===== src/rtl/circle_pkg.sv =====
// Shared types for the midpoint-circle rasteriser: FSM state, octant index,
// and the signed width used for coordinate/offset arithmetic.
package circle_pkg;

    typedef enum logic [1:0] {
        ST_IDLE  = 2'd0,
        ST_CLEAR = 2'd1,
        ST_DRAW  = 2'd2,
        ST_DONE  = 2'd3
    } state_t;

    typedef logic [2:0] octant_t;

    // Two guard bits above the widest operand keep cx+ox and cx-ox free of wrap.
    function automatic int coord_width(input int xw, input int yw, input int rw);
        int m;
        m = xw;
        if (yw > m) m = yw;
        if (rw > m) m = rw;
        return m + 2;
    endfunction

    localparam int COORD_W = coord_width(8, 7, 7);

endpackage


===== src/rtl/circle_plotter_if.sv =====
// Control and pixel-port bundle between a host and circle_plotter.
// slave: the plotter side; master: the host side.
interface circle_plotter_if #(
    parameter int XW = 8,
    parameter int YW = 7,
    parameter int RW = 7,
    parameter int CW = 3
);
    logic          start;
    logic [XW-1:0] centre_x;
    logic [YW-1:0] centre_y;
    logic [RW-1:0] radius;
    logic [CW-1:0] colour_inp;
    logic          busy;
    logic          done;
    logic [XW-1:0] vga_x;
    logic [YW-1:0] vga_y;
    logic [CW-1:0] vga_colour;
    logic          vga_plot;

    modport master (
        output start, centre_x, centre_y, radius, colour_inp,
        input  busy, done, vga_x, vga_y, vga_colour, vga_plot
    );

    modport slave (
        input  start, centre_x, centre_y, radius, colour_inp,
        output busy, done, vga_x, vga_y, vga_colour, vga_plot
    );
endinterface


===== src/rtl/circle_octant_mux.sv =====
// Selects one of the eight symmetric candidate pixels for octant index k
// and flags whether it lies on screen.
module circle_octant_mux
    import circle_pkg::*;
#(
    parameter int H_RES = 160,
    parameter int V_RES = 120,
    parameter int XW    = 8,
    parameter int YW    = 7,
    parameter int SW    = COORD_W
) (
    input  logic [XW-1:0]        cx,
    input  logic [YW-1:0]        cy,
    input  logic signed [SW-1:0] ox,
    input  logic signed [SW-1:0] oy,
    input  octant_t              k,
    output logic [XW-1:0]        x,
    output logic [YW-1:0]        y,
    output logic                 in_bounds
);
    localparam logic signed [SW-1:0] H_LIM = SW'(H_RES);
    localparam logic signed [SW-1:0] V_LIM = SW'(V_RES);

    logic signed [SW-1:0] cxs, cys, px, py;

    assign cxs = SW'($signed({1'b0, cx}));
    assign cys = SW'($signed({1'b0, cy}));

    // octant selection
    always_comb begin
        px = cxs;
        py = cys;
        case (k)
            3'd0: begin px = cxs + ox; py = cys + oy; end
            3'd1: begin px = cxs + oy; py = cys + ox; end
            3'd2: begin px = cxs - ox; py = cys + oy; end
            3'd3: begin px = cxs - oy; py = cys + ox; end
            3'd4: begin px = cxs - ox; py = cys - oy; end
            3'd5: begin px = cxs - oy; py = cys - ox; end
            3'd6: begin px = cxs + ox; py = cys - oy; end
            default: begin px = cxs + oy; py = cys - ox; end
        endcase
    end

    assign in_bounds = !px[SW-1] && (px < H_LIM) && !py[SW-1] && (py < V_LIM);
    assign x = px[XW-1:0];
    assign y = py[YW-1:0];

endmodule


===== src/rtl/circle_plotter.sv =====
// Midpoint-circle rasteriser driving the VGA adapter pixel port.
// Centre, radius and colour are captured on an accepted start; one candidate
// pixel per cycle, off-screen candidates keep their cycle but do not strobe.
// Optional build macro CIRCLE_CLEAR_EN: raster-clear the whole screen to
// colour 0 before drawing.
//
// state    | meaning
// ST_IDLE  | waiting for start (ignored while the done pulse is out)
// ST_CLEAR | screen clear scan, one pixel per cycle (CIRCLE_CLEAR_EN only)
// ST_DRAW  | emitting octant candidates, step update on k=7
// ST_DONE  | drawing finished; raise done, drop busy
module circle_plotter
    import circle_pkg::*;
#(
    parameter int H_RES = 160,
    parameter int V_RES = 120,
    parameter int XW    = 8,
    parameter int YW    = 7,
    parameter int RW    = 7,
    parameter int CW    = 3
) (
    input  logic            clk,
    input  logic            rst,
    circle_plotter_if.slave bus
);
    localparam int SW  = coord_width(XW, YW, RW);
    localparam int CRW = RW + 3;
    localparam logic signed [CRW-1:0] CRIT_ZERO = '0;
    localparam logic signed [CRW-1:0] CRIT_ONE  = CRW'(1);
    localparam logic signed [SW-1:0]  OFS_ONE   = SW'(1);
    localparam octant_t               K_LAST    = 3'd7;

    state_t               state;
    logic [XW-1:0]        cx;
    logic [YW-1:0]        cy;
    logic [CW-1:0]        colour;
    logic signed [SW-1:0] ox, oy;
    logic signed [CRW-1:0] crit;
    octant_t              k;

    logic                 busy_q, done_q, plot_q;
    logic [XW-1:0]        vx_q;
    logic [YW-1:0]        vy_q;
    logic [CW-1:0]        vc_q;

    logic [XW-1:0]        cand_x;
    logic [YW-1:0]        cand_y;
    logic                 cand_in;

    logic signed [SW-1:0]  ox_nx, oy_nx;
    logic signed [CRW-1:0] crit_nx, ox_c, oy_c;
    logic                  more;

`ifdef CIRCLE_CLEAR_EN
    localparam logic [XW-1:0] X_LAST = XW'(H_RES - 1);
    localparam logic [YW-1:0] Y_LAST = YW'(V_RES - 1);
    logic [XW-1:0] clr_x;
    logic [YW-1:0] clr_y;
`endif

    circle_octant_mux #(
        .H_RES(H_RES), .V_RES(V_RES), .XW(XW), .YW(YW), .SW(SW)
    ) u_mux (
        .cx(cx), .cy(cy), .ox(ox), .oy(oy), .k(k),
        .x(cand_x), .y(cand_y), .in_bounds(cand_in)
    );

    // midpoint step: next offsets, decision variable and loop test
    always_comb begin
        oy_nx   = oy + OFS_ONE;
        ox_nx   = ox;
        oy_c    = CRW'(oy_nx);
        ox_c    = CRW'(ox);
        crit_nx = crit + oy_c + oy_c + CRIT_ONE;
        if (crit > CRIT_ZERO) begin
            ox_nx   = ox - OFS_ONE;
            ox_c    = CRW'(ox_nx);
            crit_nx = crit + oy_c + oy_c - ox_c - ox_c + CRIT_ONE;
        end
        more = (oy_nx <= ox_nx);
    end

    // sequencer with registered pixel port and handshake
    always_ff @(posedge clk or posedge rst) begin
        if (rst) begin
            state  <= ST_IDLE;
            cx     <= '0;
            cy     <= '0;
            colour <= '0;
            ox     <= '0;
            oy     <= '0;
            crit   <= '0;
            k      <= '0;
            busy_q <= 1'b0;
            done_q <= 1'b0;
            plot_q <= 1'b0;
            vx_q   <= '0;
            vy_q   <= '0;
            vc_q   <= '0;
`ifdef CIRCLE_CLEAR_EN
            clr_x  <= '0;
            clr_y  <= '0;
`endif
        end else begin
            plot_q <= 1'b0;
            done_q <= 1'b0;
            case (state)
                ST_IDLE: begin
                    if (bus.start && !done_q) begin
                        cx     <= bus.centre_x;
                        cy     <= bus.centre_y;
                        colour <= bus.colour_inp;
                        ox     <= SW'($signed({1'b0, bus.radius}));
                        oy     <= '0;
                        crit   <= CRIT_ONE - CRW'($signed({1'b0, bus.radius}));
                        k      <= '0;
                        busy_q <= 1'b1;
`ifdef CIRCLE_CLEAR_EN
                        clr_x  <= '0;
                        clr_y  <= '0;
                        state  <= ST_CLEAR;
`else
                        state  <= ST_DRAW;
`endif
                    end
                end
`ifdef CIRCLE_CLEAR_EN
                ST_CLEAR: begin
                    vx_q   <= clr_x;
                    vy_q   <= clr_y;
                    vc_q   <= '0;
                    plot_q <= 1'b1;
                    if (clr_x == X_LAST) begin
                        clr_x <= '0;
                        if (clr_y == Y_LAST) begin
                            clr_y <= '0;
                            state <= ST_DRAW;
                        end else begin
                            clr_y <= clr_y + 1'b1;
                        end
                    end else begin
                        clr_x <= clr_x + 1'b1;
                    end
                end
`endif
                ST_DRAW: begin
                    vx_q   <= cand_x;
                    vy_q   <= cand_y;
                    vc_q   <= colour;
                    plot_q <= cand_in;
                    k      <= k + 3'd1;
                    if (k == K_LAST) begin
                        ox   <= ox_nx;
                        oy   <= oy_nx;
                        crit <= crit_nx;
                        if (!more) state <= ST_DONE;
                    end
                end
                ST_DONE: begin
                    done_q <= 1'b1;
                    busy_q <= 1'b0;
                    state  <= ST_IDLE;
                end
                default: state <= ST_IDLE;
            endcase
        end
    end

    assign bus.busy       = busy_q;
    assign bus.done       = done_q;
    assign bus.vga_plot   = plot_q;
    assign bus.vga_x      = vx_q;
    assign bus.vga_y      = vy_q;
    assign bus.vga_colour = vc_q;

endmodule


===== src/flat_wrapper.sv =====
// flat-port wrapper written by rule: the top's interface ports become plain ports
module circle_plotter_flat import circle_pkg::*;
#(
    parameter int H_RES = 160,
    parameter int V_RES = 120,
    parameter int XW    = 8,
    parameter int YW    = 7,
    parameter int RW    = 7,
    parameter int CW    = 3
)
  (clk, rst, bus_start, bus_centre_x, bus_centre_y, bus_radius, bus_colour_inp, bus_busy, bus_done, bus_vga_x, bus_vga_y, bus_vga_colour, bus_vga_plot);
  circle_plotter_if #(.XW(XW), .YW(YW), .RW(RW), .CW(CW)) bus_i ();
  input  logic clk;
  input  logic rst;
  input wire logic [$bits(bus_i.start)-1:0] bus_start;
  input wire logic [$bits(bus_i.centre_x)-1:0] bus_centre_x;
  input wire logic [$bits(bus_i.centre_y)-1:0] bus_centre_y;
  input wire logic [$bits(bus_i.radius)-1:0] bus_radius;
  input wire logic [$bits(bus_i.colour_inp)-1:0] bus_colour_inp;
  output wire logic [$bits(bus_i.busy)-1:0] bus_busy;
  output wire logic [$bits(bus_i.done)-1:0] bus_done;
  output wire logic [$bits(bus_i.vga_x)-1:0] bus_vga_x;
  output wire logic [$bits(bus_i.vga_y)-1:0] bus_vga_y;
  output wire logic [$bits(bus_i.vga_colour)-1:0] bus_vga_colour;
  output wire logic [$bits(bus_i.vga_plot)-1:0] bus_vga_plot;
  assign bus_i.start = bus_start;
  assign bus_i.centre_x = bus_centre_x;
  assign bus_i.centre_y = bus_centre_y;
  assign bus_i.radius = bus_radius;
  assign bus_i.colour_inp = bus_colour_inp;
  assign bus_busy = bus_i.busy;
  assign bus_done = bus_i.done;
  assign bus_vga_x = bus_i.vga_x;
  assign bus_vga_y = bus_i.vga_y;
  assign bus_vga_colour = bus_i.vga_colour;
  assign bus_vga_plot = bus_i.vga_plot;
  circle_plotter #(.H_RES(H_RES), .V_RES(V_RES), .XW(XW), .YW(YW), .RW(RW), .CW(CW)) u_core (.clk(clk), .rst(rst), .bus(bus_i));
endmodule

===== config.mk =====
export PLATFORM = sky130hd
export DESIGN_NAME = circle_plotter_flat
export DESIGN_NICKNAME = d
export VERILOG_FILES = /design/src/rtl/circle_pkg.sv /design/src/rtl/circle_plotter_if.sv /design/src/rtl/circle_octant_mux.sv /design/src/rtl/circle_plotter.sv /design/src/flat_wrapper.sv
export SDC_FILE = /design/constraint.sdc
export NUM_CORES = 1
export LEC_CHECK = 0
export BUFFER_PORTS_ARGS = -buffer_cell sky130_fd_sc_hd__buf_2
export CAP_MARGIN = 25
export CORE_ASPECT_RATIO = 0.7
export CORE_MARGIN = 2
export CORE_UTILIZATION = 55
export CTS_CLUSTER_DIAMETER = 120
export CTS_CLUSTER_SIZE = 25
export DETAILED_ROUTE_END_ITERATION = 8
export PLACE_DENSITY = 0.74
export SLEW_MARGIN = 10
export SYNTH_ARGS = -nofsm -noshare
export SYNTH_HDL_FRONTEND = slang
export SYNTH_SLANG_ARGS = --single-unit

===== constraint.sdc =====
create_clock -name clk -period 10.95 [get_ports clk]
set_input_delay 1.6425 -clock clk [delete_from_list [all_inputs] [get_ports clk]]
set_output_delay 1.6425 -clock clk [all_outputs]
set_load 0.02 [all_outputs]

; ---- After elaboration in Yosys (flattened, before gate mapping)
; Cells that the tools add are included.
[totals]
out_inout_bits = 21
inputBits = 28
memories = 0
wordCells = 93
rom_bits = 0
latch_bits = 0
register_bits = 74
mem_bits_rw = 0
[classes]
muxes = 23
div = 0
n_reduce_logical = 22
order_cmp = 4
n_eq_ne = 12
bitwise = 0
multipliers = 0
shifts = 0
add_sub_neg = 18
[op_table]
columns = operator, count
row1 = $mux W10, 8
row2 = $pmux W10 S2, 3
row3 = $pmux W10 S3, 2
row4 = $add A10 B2 Y10 const B, 3
row5 = $add A10 B10 Y10, 2
row6 = $add A8 B10 Y10, 2
row7 = $add A9 B10 Y10, 2
row8 = $sub A10 B10 Y10, 2
row9 = $sub A8 B10 Y10, 2
row10 = $sub A9 B10 Y10, 2
row11 = $eq A3 B3 Y1 const B, 4
row12 = $reduce_or A2 Y1, 6
row13 = $gt A10 B1 Y1 const B, 1
row14 = $le A10 B10 Y1, 1
row15 = $lt A10 B8 Y1 const B, 1
row16 = $lt A10 B9 Y1 const B, 1
row17 = $sub A10 B2 Y10 const B, 1
row18 = $sub A1 B7 Y8 const A, 1
row19 = $eq A3 B2 Y1 const B, 2
row20 = $mux W2, 3
row21 = $pmux W3 S2, 1
row22 = $reduce_and A2 Y1, 3
row23 = $reduce_and A3 Y1, 2
row24 = $eq A2 B2 Y1 const B, 2
row25 = 13 further kinds, 22

; ---- Depth between registers and ports, before layout
; Gate-level depths: netlist (run 1).
[depth]
word_depth = 9
ltp_mapped = 19
ltp_nobuf = 18

; ---- By module
; A second synthesis (run 1) with hierarchy kept.
[hier_totals]
cells_unflattened = 803
hier_area_um2 = 6555.0
[by_module_without_submodules]
columns = module, seq_area_each_um2, n_inst, cells_per_inst, area_each_um2
row1 = circle_plotter, 1851.8, 1, 557, 4767.1
row2 = circle_octant_mux, 0.0, 1, 246, 1788.0

; ---- Worst setup path after synthesis (run 1)
; Ideal clock, no wire load.
[synth_path]
path_type = reg2reg
startpoint = register u_core.oy[1]
endpoint = register u_core.crit[9]
path_buffers = 0
synth_period_minus_slack_ps = 4091
required_ps = 10819
setup_time_ps = 131
path_slack_ps = 6859
path_stages_with_launch = 18
t_arrival_ps = 3960
cell_sequence = dfrtp_1 -> ha_1 -> nand3_1 -> xnor2_1 -> ha_1 -> and3_1 -> a221o_1 -> or3_1 -> a21oi_1 -> xnor2_1 -> ha_1 -> ha_1 -> a21oi_1 -> a2111oi_0 -> o21bai_1 -> a41oi_1 -> xnor2_1 -> a21oi_1
[synth_via]
elab_chain_cells = 9
elab_cells_between_ends = 10
cone_classes = add/sub: 7 / mux: 3
[synth_rtl]
columns = item, line
row1 = from (decl), circle_plotter.sv:37  ; logic signed [SW-1:0] ox, oy;
row2 = from (signal assigned), circle_plotter.sv:154  ; oy <= oy_nx;
row3 = $add A10 B2 Y10 (*), circle_plotter.sv:70  ; oy_nx = oy + OFS_ONE;
row4 = $add A10 B10 Y10, "circle_plotter.sv:74, circle_plotter.sv:78"
row5 = $add A10 B10 Y10 (*), "circle_plotter.sv:74, circle_plotter.sv:78"
row6 = $sub A10 B10 Y10 (2 in series), circle_plotter.sv:78  ; crit_nx = crit + oy_c + oy_c - ox_c - ox_c + CRIT_ONE;
row7 = $add A10 B2 Y10, circle_plotter.sv:78
row8 = $mux W10 (*), circle_plotter.sv:75  ; if (crit > CRIT_ZERO) begin
row9 = $mux W10 (*), circle_plotter.sv:152  ; if (k == K_LAST) begin
row10 = $pmux W10 S2 (*), circle_plotter.sv:107  ; case (state)
row11 = to (signal assigned), circle_plotter.sv:115  ; crit <= CRIT_ONE - CRW'($signed({1'b0, bus.radius}));
row12 = to (signal assigned), circle_plotter.sv:155  ; crit <= crit_nx;
row13 = to (decl), circle_plotter.sv:38  ; logic signed [CRW-1:0] crit;
; Every way passes the cells marked *; elsewhere a longest branch is shown, timed or not. The select of a mux whose other input is x is not followed.
; A chain may end at the register's enable or synchronous reset.

; ---- Worst setup path after layout (run 1)
[layout_path]
startpoint = register u_core.k[1]
endpoint = register u_core.plot_q, in the netlist u_core.bus.vga_plot
[layout_via]
elab_chain_cells = 8
elab_cells_between_ends = 23
cone_classes = order compare: 2 / eq/ne: 6 / mux: 3 / reduce/logical: 12
[layout_rtl]
columns = item, line
row1 = from (decl), circle_plotter.sv:39  ; octant_t k;
row2 = from (signal assigned), circle_plotter.sv:151  ; k <= k + 3'd1;
row3 = $eq A3 B3 Y1 (tied with other cells), circle_octant_mux.sv:33  ; case (k)
row4 = $reduce_or A2 Y1 (no line), --
row5 = $pmux W10 S3, circle_octant_mux.sv:33
row6 = $lt A10 B9 Y1 / $logic_not A1 Y1 (equally long branches), circle_octant_mux.sv:45  ; assign in_bounds = !px[SW-1] && (px < H_LIM) && !py[SW-1] && (py < V_LIM);
row7 = $logic_and A1 B1 Y1 (2 in series), circle_octant_mux.sv:45
row8 = $logic_and A1 B1 Y1 (*), circle_octant_mux.sv:45
row9 = $mux W1 (*), circle_plotter.sv:107
row10 = to (signal assigned), circle_plotter.sv:150  ; plot_q <= cand_in;
row11 = to (decl), circle_plotter.sv:41  ; logic busy_q, done_q, plot_q;
; Every way passes the cells marked *; elsewhere a longest branch is shown, timed or not.

==> results of run 1 <==
-- registers in the layout, summed over array words and instances, names as in the netlist --
| name | flops |
|---|---|
| u_core.oy | 10 |
| u_core.bus.done | 1 |
| u_core.bus.vga_plot | 1 |
| u_core.ox | 10 |
| u_core.colour | 3 |
| u_core.bus.vga_x | 8 |
| u_core.state | 2 |
| u_core.bus.vga_y | 7 |
| u_core.crit | 10 |
| u_core.k | 3 |
| u_core.bus.busy | 1 |
| u_core.cy | 7 |
| u_core.cx | 8 |
| u_core.bus.vga_colour | 3 |
-- per-stage QoR --
step / utilization, % / area (um^2)
final: 62.9 / 7050
after global routing: 62.9 / 7050
after CTS: 62.7 / 7030
after detailed placement: 60.1 / 6740
after global placement: 60.1 / 6740
after floorplan: - / 6430
-- cell type report --
type / count / area (um^2) / share of cell area, %
clock inverter: 7 / 57.6 / 0.816
inverter: 36 / 135 / 1.92
timing repair buffer: 56 / 320 / 4.54
multi-input combinational: 674 / 4270 / 60.6
sequential: 74 / 1850 / 26.3
clock buffer: 9 / 225 / 3.19
tap: 153 / 191 / 2.71
-- kinds of logic after synthesis --
family	synth area share, %
buffers and inverters	4.85
AOI/OAI and AO/OA	21.4
adders and majority gates	12.9
and+or+nand+nor	22.5
DFF	28.8
xor gates and xnor gates	8.18
muxes	1.29
-- tightest hold or removal path, stage by stage (launching register included) --
cell and delay [ps]:
sky130_fd_sc_hd__dfrtp_1 340, sky130_fd_sc_hd__nand2_1 50, sky130_fd_sc_hd__nand2_1 50
-- per-layer routing --
layer	share of wire, %	vias up	global-route usage [%]
met2	40	316	45.9
met4	0.88	0	5.67
met3	11	18	7.89
li1	-	2964	-
met1	48	2983	50.9
met5	0	-	0
-- worst min path at each step --
| stage | start | end |
|---|---|---|
| 4_1_cts | u_core.bus.vga_colour[1] | u_core.bus.vga_colour[1] |
| 3_5_place_dp | u_core.bus.vga_colour[1] | u_core.bus.vga_colour[1] |
| 6_report | u_core.bus.vga_colour[1] | u_core.bus.vga_colour[1] |
| 2_1_floorplan | u_core.colour[0] | u_core.bus.vga_colour[0] |
| 3_3_place_gp | u_core.colour[2] | u_core.bus.vga_colour[2] |
| 5_1_grt | u_core.bus.vga_colour[1] | u_core.bus.vga_colour[1] |
-- cells in the final DEF (no fill, tap or decap), types with 11 or more instances in the layout --
master                       n
sky130_fd_sc_hd__buf_2      48
sky130_fd_sc_hd__inv_1      34
sky130_fd_sc_hd__nor3_1     18
sky130_fd_sc_hd__o21ai_0    85
sky130_fd_sc_hd__nand3_1    13
sky130_fd_sc_hd__nand2_1   149
sky130_fd_sc_hd__a21oi_1    52
sky130_fd_sc_hd__dfrtp_1    74
sky130_fd_sc_hd__nand2b_1   11
sky130_fd_sc_hd__nor2_1     79
sky130_fd_sc_hd__ha_1       60
sky130_fd_sc_hd__xor2_1     21
sky130_fd_sc_hd__xnor2_1    39
==> results.md, run 1 <==
| Step | Item | Reported |
| --- | --- | --- |
| sta | Final-report hold violation count | 0 |
| clock tree | Inserted Clock Buffers | 9 |
| route | Drt total wl | 20000 um |
| worst setup path | Slowest cell on crit path | sky130_fd_sc_hd__ha_1 |
| clock tree | Resize count post-CTS | 0 |
| route | Final ANT Viol Nets | 0 |
| global routing | Largest net degree at the start of global routing | 75 |
| placement | Estimated wirelength of the detail-placed design | 15300 um |
| worst setup path | Delay of the slowest critical-path stage | 600 ps |
| route | Vias | 6281 |
| sta | Transition time of the tightest slew-check pin | 974 ps |
| placement | Worst slack at placement | 6270 ps |
| synthesis | Ranking of synthesized cells by instance count | sky130_fd_sc_hd__nand2_1, sky130_fd_sc_hd__o21ai_0, sky130_fd_sc_hd__nor2_1, sky130_fd_sc_hd__dfrtp_1, sky130_fd_sc_hd__ha_1 |
| route | Final routed DRC violation total | 0 |
| synthesis | Leading area contributor after synthesis | sky130_fd_sc_hd__dfrtp_1 |
| final layout | Final-layout fill cell count | 1000 |
| worst setup path | Type of origin of the critical path | register |
| route | Via/cell ratio | 6.22 |
| outcome | Outcome | finished, final reports clean |
| sta | Period minus WS final | 4810 ps |
| hold path | Cell count of the worst hold path | 2 |
| sta | Worst path setup slack after routing | 6140 ps |
| die | Number of rows created at floorplan | 32 |
| sta | Number of setup violations in the final report | 0 |
| worst setup path | Cell depth of the worst flop-to-flop path | 15 |
| global routing | Via count of the first global-routing pass | 5617 |
| sta | Relative max-transition margin | 35.1% |
| worst setup path | Worst Path Arrival | 5050 ps |
| die | Core Region | 11200 um^2 |
| clock tree | Number of hold buffers added after CTS | 0 |
| synthesis | Syn. warnings | 0 |
| clock tree | CTS Sinks | 74 |
| clock tree | Number of setup buffers added after CTS | 0 |
| route | Detailed Route Iter0 Violations | 760 |
| worst setup path | Buffering stage count on the worst path with inverters included | 1 |
| worst setup path | Worst setup path startpoint | u_core.k[1] |
| worst setup path | Largest fanout on the critical path | 20 |
| hold path | Worst Hold Class | register to register |
| sta | Slew Limit Fails | 0 |
| clock tree | Clock tree root driver cell | sky130_fd_sc_hd__clkbuf_16 |
| synthesis | Synth Instances | 829 |
| synthesis | Ranking of synthesized cells by area | sky130_fd_sc_hd__dfrtp_1, sky130_fd_sc_hd__ha_1, sky130_fd_sc_hd__nand2_1 |
| die | Die Footprint | 12600 um^2 |
| worst setup path | R2R Path Start | u_core.k[1] |
| sta | Unrepaired setup endpoints after global routing | false |
| worst setup path | Stages on the worst setup path | 15 |
| synthesis | Average footprint of a synthesized cell | 7.75 um^2 |
| final layout | Area Overhead vs Synth | 9.75% |
| clock tree | CTS HTree Levels | 3 |
| clock tree | Clock insertion delay at the later pin of the skew report | 340 ps |
| sta | Setup TNS Final | 0 ps |
| sta | Maximum clock frequency | 208 MHz |
| route | Iteration count of the initial detailed-routing pass | 5 |
| final layout | Ant. Diodes | 0 |
| global routing | Total global routing track utilization | 32.7% |
| worst setup path | Family with the most delay on the worst path | compound AO/OA/AOI/OAI gates |
| synthesis | Ys async rst share | 100% |
| die | Chip Height | 94.4 um |
| placement | Port-buffer cells | 48 |
| synthesis | Share of synthesized area occupied by flip-flops and latches | 28.8% |
| sta | Final period utilization | 43.9% |
| synthesis | Synth Cell Area | 6430 um^2 |
| final layout | Layout net count | 943 |
| final layout | Non-filler instance count after layout | 1009 |
| synthesis | Share of the synthesized area in the top cell type | 28.8% |
| synthesis | Most used flip-flop cell after synthesis | sky130_fd_sc_hd__dfrtp_1 |
| clock tree | Largest buffer count on any clock path | 2 |
| route | Post-detailed-route wirelength per cell | 19.9 um |
| synthesis | Number of flops mapped to enable cells by yosys | 0 |
| worst setup path | Critical path cell sequence | inv_1 -> ha_1 -> or2_1 -> a211o_1 -> o21ai_0 -> a222oi_1 -> ha_1 -> o21a_1 -> o31a_1 -> o21ai_0 -> a21boi_0 -> or3_1 -> a2111oi_0 -> a31oi_1 -> nor4_1 |
| worst setup path | FF-to-FF setup slack | 6140 ps |
| worst setup path | Crit end category | register |
| synthesis | Synth unique cells | 67 |
| die | Initial standard-cell utilization of the core | 57.3% |
| placement | Weighted congestion reported at the end of routability-driven placement | 1.01 |
| worst setup path | Category of the most critical setup path | register to register |
| global routing | Initial antenna violation count | 0 |
| worst setup path | Worst reg2reg endpoint | u_core.bus.vga_plot |
| worst setup path | Worst Setup EP | u_core.bus.vga_plot |
| sta | Worst hold margin | 471 ps |
| sta | Final setup skew | 8.80 ps |
| die | Die width | 133 um |
| clock tree | Clock slew at the register clock pins of the worst setup and hold paths | 70 ps |
| placement | Cell Count Post-Placement | 992 |
| clock tree | CTS tree | yes |
| final layout | Share of cells above drive strength 1 | 9.93% |
| synthesis | Number of nets produced by synthesis | 921 |
| synthesis | Most frequent cell after synthesis | sky130_fd_sc_hd__nand2_1 |
| worst setup path | Required time reported for the critical path endpoint | 11190 ps |
| die | Number of top-level pins | 49 |
| global routing | Wire length of the first global-routing pass | 31300 um |
| global routing | Overflow left after global routing | 0 |
| run | Number of max-cap violations | 0 |
| synthesis | Flip-flop and latch count after synthesis | 74 |
Power of run 1 is left out: the tool's default activity adds up to more than one toggle a clock period on the data nets, which glitch-free logic cannot reach.
==> run 2: changes to the inputs <==
- ABC_AREA: not set -> 1
- PLACE_DENSITY: 0.74 -> 0.77
- clock period: 10.95 -> 4.3 ns (I/O delays scaled with it)
==> results.md, run 2 <==
| Step | Item | Reported | Delta |
| --- | --- | --- | --- |
| outcome | Outcome | finished, final reports clean |  |
| sta | Transition time of the tightest slew-check pin | 1040 ps | +69.7 ps |
| synthesis | Share of synthesized cell area in full adder, half adder and majority cells | 13.0% | +0.089 points |
| sta | Number of setup violations in the final report | 0 | unchanged |
| synthesis | Syn. warnings | 0 | unchanged |
| synthesis | Synth Cell Area | 6380 um^2 | -0.68% |
| die | Chip Height | 94.1 um | -0.33% |
| synthesis | Most frequent cell after synthesis | sky130_fd_sc_hd__nand2_1 |  |
| worst setup path | Category of the most critical setup path | register to register |  |
| worst setup path | Crit end category | register |  |
| final layout | Share of cells above drive strength 1 | 12.5% | +2.6 points |
| synthesis | Number of flops mapped to enable cells by yosys | 0 | unchanged |
| route | Final ANT Viol Nets | 0 | unchanged |
| synthesis | Leading area contributor after synthesis | sky130_fd_sc_hd__dfrtp_1 |  |
| worst setup path | Worst Path Arrival | 4130 ps | -920 ps |
| global routing | Largest net degree at the start of global routing | 40 | -47% |
| clock tree | CTS tree | yes |  |
| worst setup path | R2R Path Start | u_core.oy[0] |  |
| sta | Final setup skew | 7.97 ps | -0.833 ps |
| clock tree | Inserted Clock Buffers | 9 | unchanged |
| final layout | Largest registers | u_core.crit x10, u_core.ox x10, u_core.oy x10 |  |
| clock tree | CTS Sinks | 74 | unchanged |
| worst setup path | Worst setup path startpoint | u_core.oy[0] |  |
| final layout | Utilization after layout | 63.7% | +0.82 points |
| final layout | Area Overhead vs Synth | 11.5% |  |
| synthesis | Share of synthesized area occupied by flip-flops and latches | 29.0% | +0.20 points |
| final layout | Ant. Diodes | 0 | unchanged |
| clock tree | Resize count post-CTS | 0 | unchanged |
| route | Iteration count of the initial detailed-routing pass | 6 | +1 |
| final layout | Commonest cells after routing, fill and taps aside | sky130_fd_sc_hd__nand2_1, sky130_fd_sc_hd__inv_1, sky130_fd_sc_hd__dfrtp_1, sky130_fd_sc_hd__nand3_1, sky130_fd_sc_hd__o21ai_0 |  |
| placement | Weighted congestion reported at the end of routability-driven placement | 1.02 | +0.63% |
| synthesis | Ranking of synthesized cells by area | sky130_fd_sc_hd__dfrtp_1, sky130_fd_sc_hd__nand2_1, sky130_fd_sc_hd__ha_1 |  |
| sta | Final-report hold violation count | 0 | unchanged |
| placement | Estimated wirelength of the detail-placed design | 14200 um | -7.4% |
| synthesis | Flip-flop and latch count after synthesis | 74 | unchanged |
| run | Number of max-cap violations | 0 | unchanged |
| die | Die width | 133 um | -0.33% |
| global routing | Initial antenna violation count | 0 | unchanged |
| synthesis | Share of the synthesized area in the top cell type | 29.0% | +0.20 points |
| synthesis | Mux contribution to synthesized area | 2.47% | +1.2 points |
| worst setup path | Largest fanout on the critical path | 9 | -55% |
| synthesis | Synth unique cells | 47 | -30% |
| sta | Setup TNS Final | 0 ps | unchanged |
| synthesis | Ranking of synthesized cells by instance count | sky130_fd_sc_hd__nand2_1, sky130_fd_sc_hd__inv_1, sky130_fd_sc_hd__dfrtp_1, sky130_fd_sc_hd__nand3_1, sky130_fd_sc_hd__o21ai_0 |  |
| global routing | Total global routing track utilization | 30.5% | -2.2 points |
| clock tree | Clock tree root driver cell | sky130_fd_sc_hd__clkbuf_16 |  |
| clock tree | Number of setup buffers added after CTS | 0 | unchanged |
| sta | Relative max-transition margin | 29.6% | -5.5 points |
| route | Detailed Route Iter0 Violations | 804 | +5.8% |
| sta | Slew Limit Fails | 0 | unchanged |
| hold path | Worst Hold Class | input pin to asynchronous set/reset pin |  |
| sta | Maximum clock frequency | 259 MHz | +24% |
| route | Drt total wl | 18200 um | -9.0% |
| synthesis | Average footprint of a synthesized cell | 7.16 um^2 | -7.6% |
| final layout | Area of all placed cells without fillers | 7120 um^2 | +0.94% |
| die | Core Region | 11200 um^2 | -0.36% |
| clock tree | CTS HTree Levels | 3 | unchanged |
| synthesis | Number of nets produced by synthesis | 983 | +6.7% |
| synthesis | Share of the synthesized area in compound gates (AO/OA/AOI/OAI) | 16.5% | -4.9 points |
| die | Die Footprint | 12500 um^2 | -0.66% |
| sta | Period minus WS final | 3870 ps | -938 ps |
| clock tree | Clock insertion delay at the later pin of the skew report | 340 ps | about the same |
| die | Number of rows created at floorplan | 32 | unchanged |
| sta | Unrepaired setup endpoints after global routing | false |  |
| clock tree | Clock slew at the register clock pins of the worst setup and hold paths | 60 ps | about the same |
| clock tree | Largest buffer count on any clock path | 2 | unchanged |
| placement | Placed cell area | 6770 um^2 | +0.39% |
| route | Via/cell ratio | 5.85 | -6.0% |
| synthesis | Xor and xnor fraction of the mapped netlist area | 3.43% | -4.7 points |
| synthesis | Ys async rst share | 100% | unchanged |
| final layout | Most common cell after layout, fill and taps aside | sky130_fd_sc_hd__nand2_1 |  |
| global routing | Overflow left after global routing | 0 | unchanged |
| die | Initial standard-cell utilization of the core | 57.1% | -0.19 points |
| synthesis | Dominant combinational cell family by area after synthesis | simple AND/OR/NAND/NOR gates |  |
| sta | Worst hold margin | 387 ps | -83.6 ps |
| clock tree | Number of hold buffers added after CTS | 0 | unchanged |
| final layout | Final-layout fill cell count | 986 | -1.4% |
| worst setup path | Required time reported for the critical path endpoint | 4560 ps | -6630 ps |
| die | Number of top-level pins | 49 | unchanged |
| synthesis | Synth Area in Simple Gates | 25.9% | +3.4 points |
| worst setup path | Type of origin of the critical path | register |  |
| final layout | Layout net count | 1029 | +9.1% |
| route | Final routed DRC violation total | 0 | unchanged |
| placement | Port-buffer cells | 48 | unchanged |
| route | Vias | 6401 | +1.9% |
| route | Post-detailed-route wirelength per cell | 16.7 um | -16% |
| global routing | Wire length of the first global-routing pass | 30000 um | -4.3% |
| sta | Final period utilization | 90.0% | +46 points |
| synthesis | Synth Instances | 891 | +7.5% |
| global routing | Via count of the first global-routing pass | 5931 | +5.6% |
| synthesis | Most used flip-flop cell after synthesis | sky130_fd_sc_hd__dfrtp_1 |  |
## run 2: area by class of cell
type,instances,area (um^2),share of cell area [%]
Sequential cell,74,1850,26.0
Multi-Input combinational cell,662,3930,55.2
Inverter,134,507,7.12
Clock buffer,9,225,3.16
Tap cell,153,191,2.69
Clock inverter,6,115,1.62
Timing Repair Buffer,56,300,4.22
## run 2: per-stage QoR
step                      cells  setup WS [ps]
after detailed placement   1079            441
final                      1094            432
after floorplan             891            946
after CTS                  1094            407
after global routing       1094           25.9
after global placement     1079            571
## run 2: layer usage
metal / wire length [um] / GRT usage [%]
met2: 7120 / 42.1
met1: 8770 / 46.1
met5: 0 / 0
met3: 2100 / 9.17
met4: 242 / 7.08
## run 2: cell families (layout without fill, tap and decap cells)
family / Yosys count / count (layout)
and+or+nand+nor: 380 / 380
adders and majority gates: 64 / 64
xor gates and xnor gates: 25 / 25
DFF: 74 / 74
muxes: 14 / 14
AOI/OAI and AO/OA: 179 / 179
buffers and inverters: 155 / 205
## run 2: final timing paths
kind | endpoint | slack [ps] | cells after the start
setup / recovery | u_core.crit[9] | 430 | 24
hold / removal | u_core.cx[7] | 390 | 2
setup reg to reg | u_core.crit[9] | 430 | 24
hold reg to reg | u_core.bus.vga_colour[0] | 470 | 2
max in group asynchronous | u_core.bus.busy | 3020 | 3
min in group clk | u_core.bus.vga_colour[0] | 470 | 2
## run 2: critical path, stage by stage (launching register included)
cell                      delay, ps
sky130_fd_sc_hd__dfrtp_1        430
sky130_fd_sc_hd__inv_2          140
sky130_fd_sc_hd__nor3_4         220
sky130_fd_sc_hd__nand2_1        110
sky130_fd_sc_hd__nor2_1         130
sky130_fd_sc_hd__inv_1           80
sky130_fd_sc_hd__nand2_1         90
sky130_fd_sc_hd__inv_1           70
sky130_fd_sc_hd__ha_1           370
sky130_fd_sc_hd__nand2_1        120
sky130_fd_sc_hd__nor2_1         100
sky130_fd_sc_hd__nand2_1        110
sky130_fd_sc_hd__nand3_1        160
sky130_fd_sc_hd__nand2_1         90
sky130_fd_sc_hd__ha_1           290
sky130_fd_sc_hd__ha_1           350
sky130_fd_sc_hd__a21oi_1        160
sky130_fd_sc_hd__nand2_1         80
sky130_fd_sc_hd__a21oi_2        130
sky130_fd_sc_hd__nand3_1         90
sky130_fd_sc_hd__nand3_1        100
sky130_fd_sc_hd__nand3_1         70
sky130_fd_sc_hd__nand2_1         60
sky130_fd_sc_hd__nand3_1         60
sky130_fd_sc_hd__a21oi_1        160
Power of run 2 is left out for the same reason.
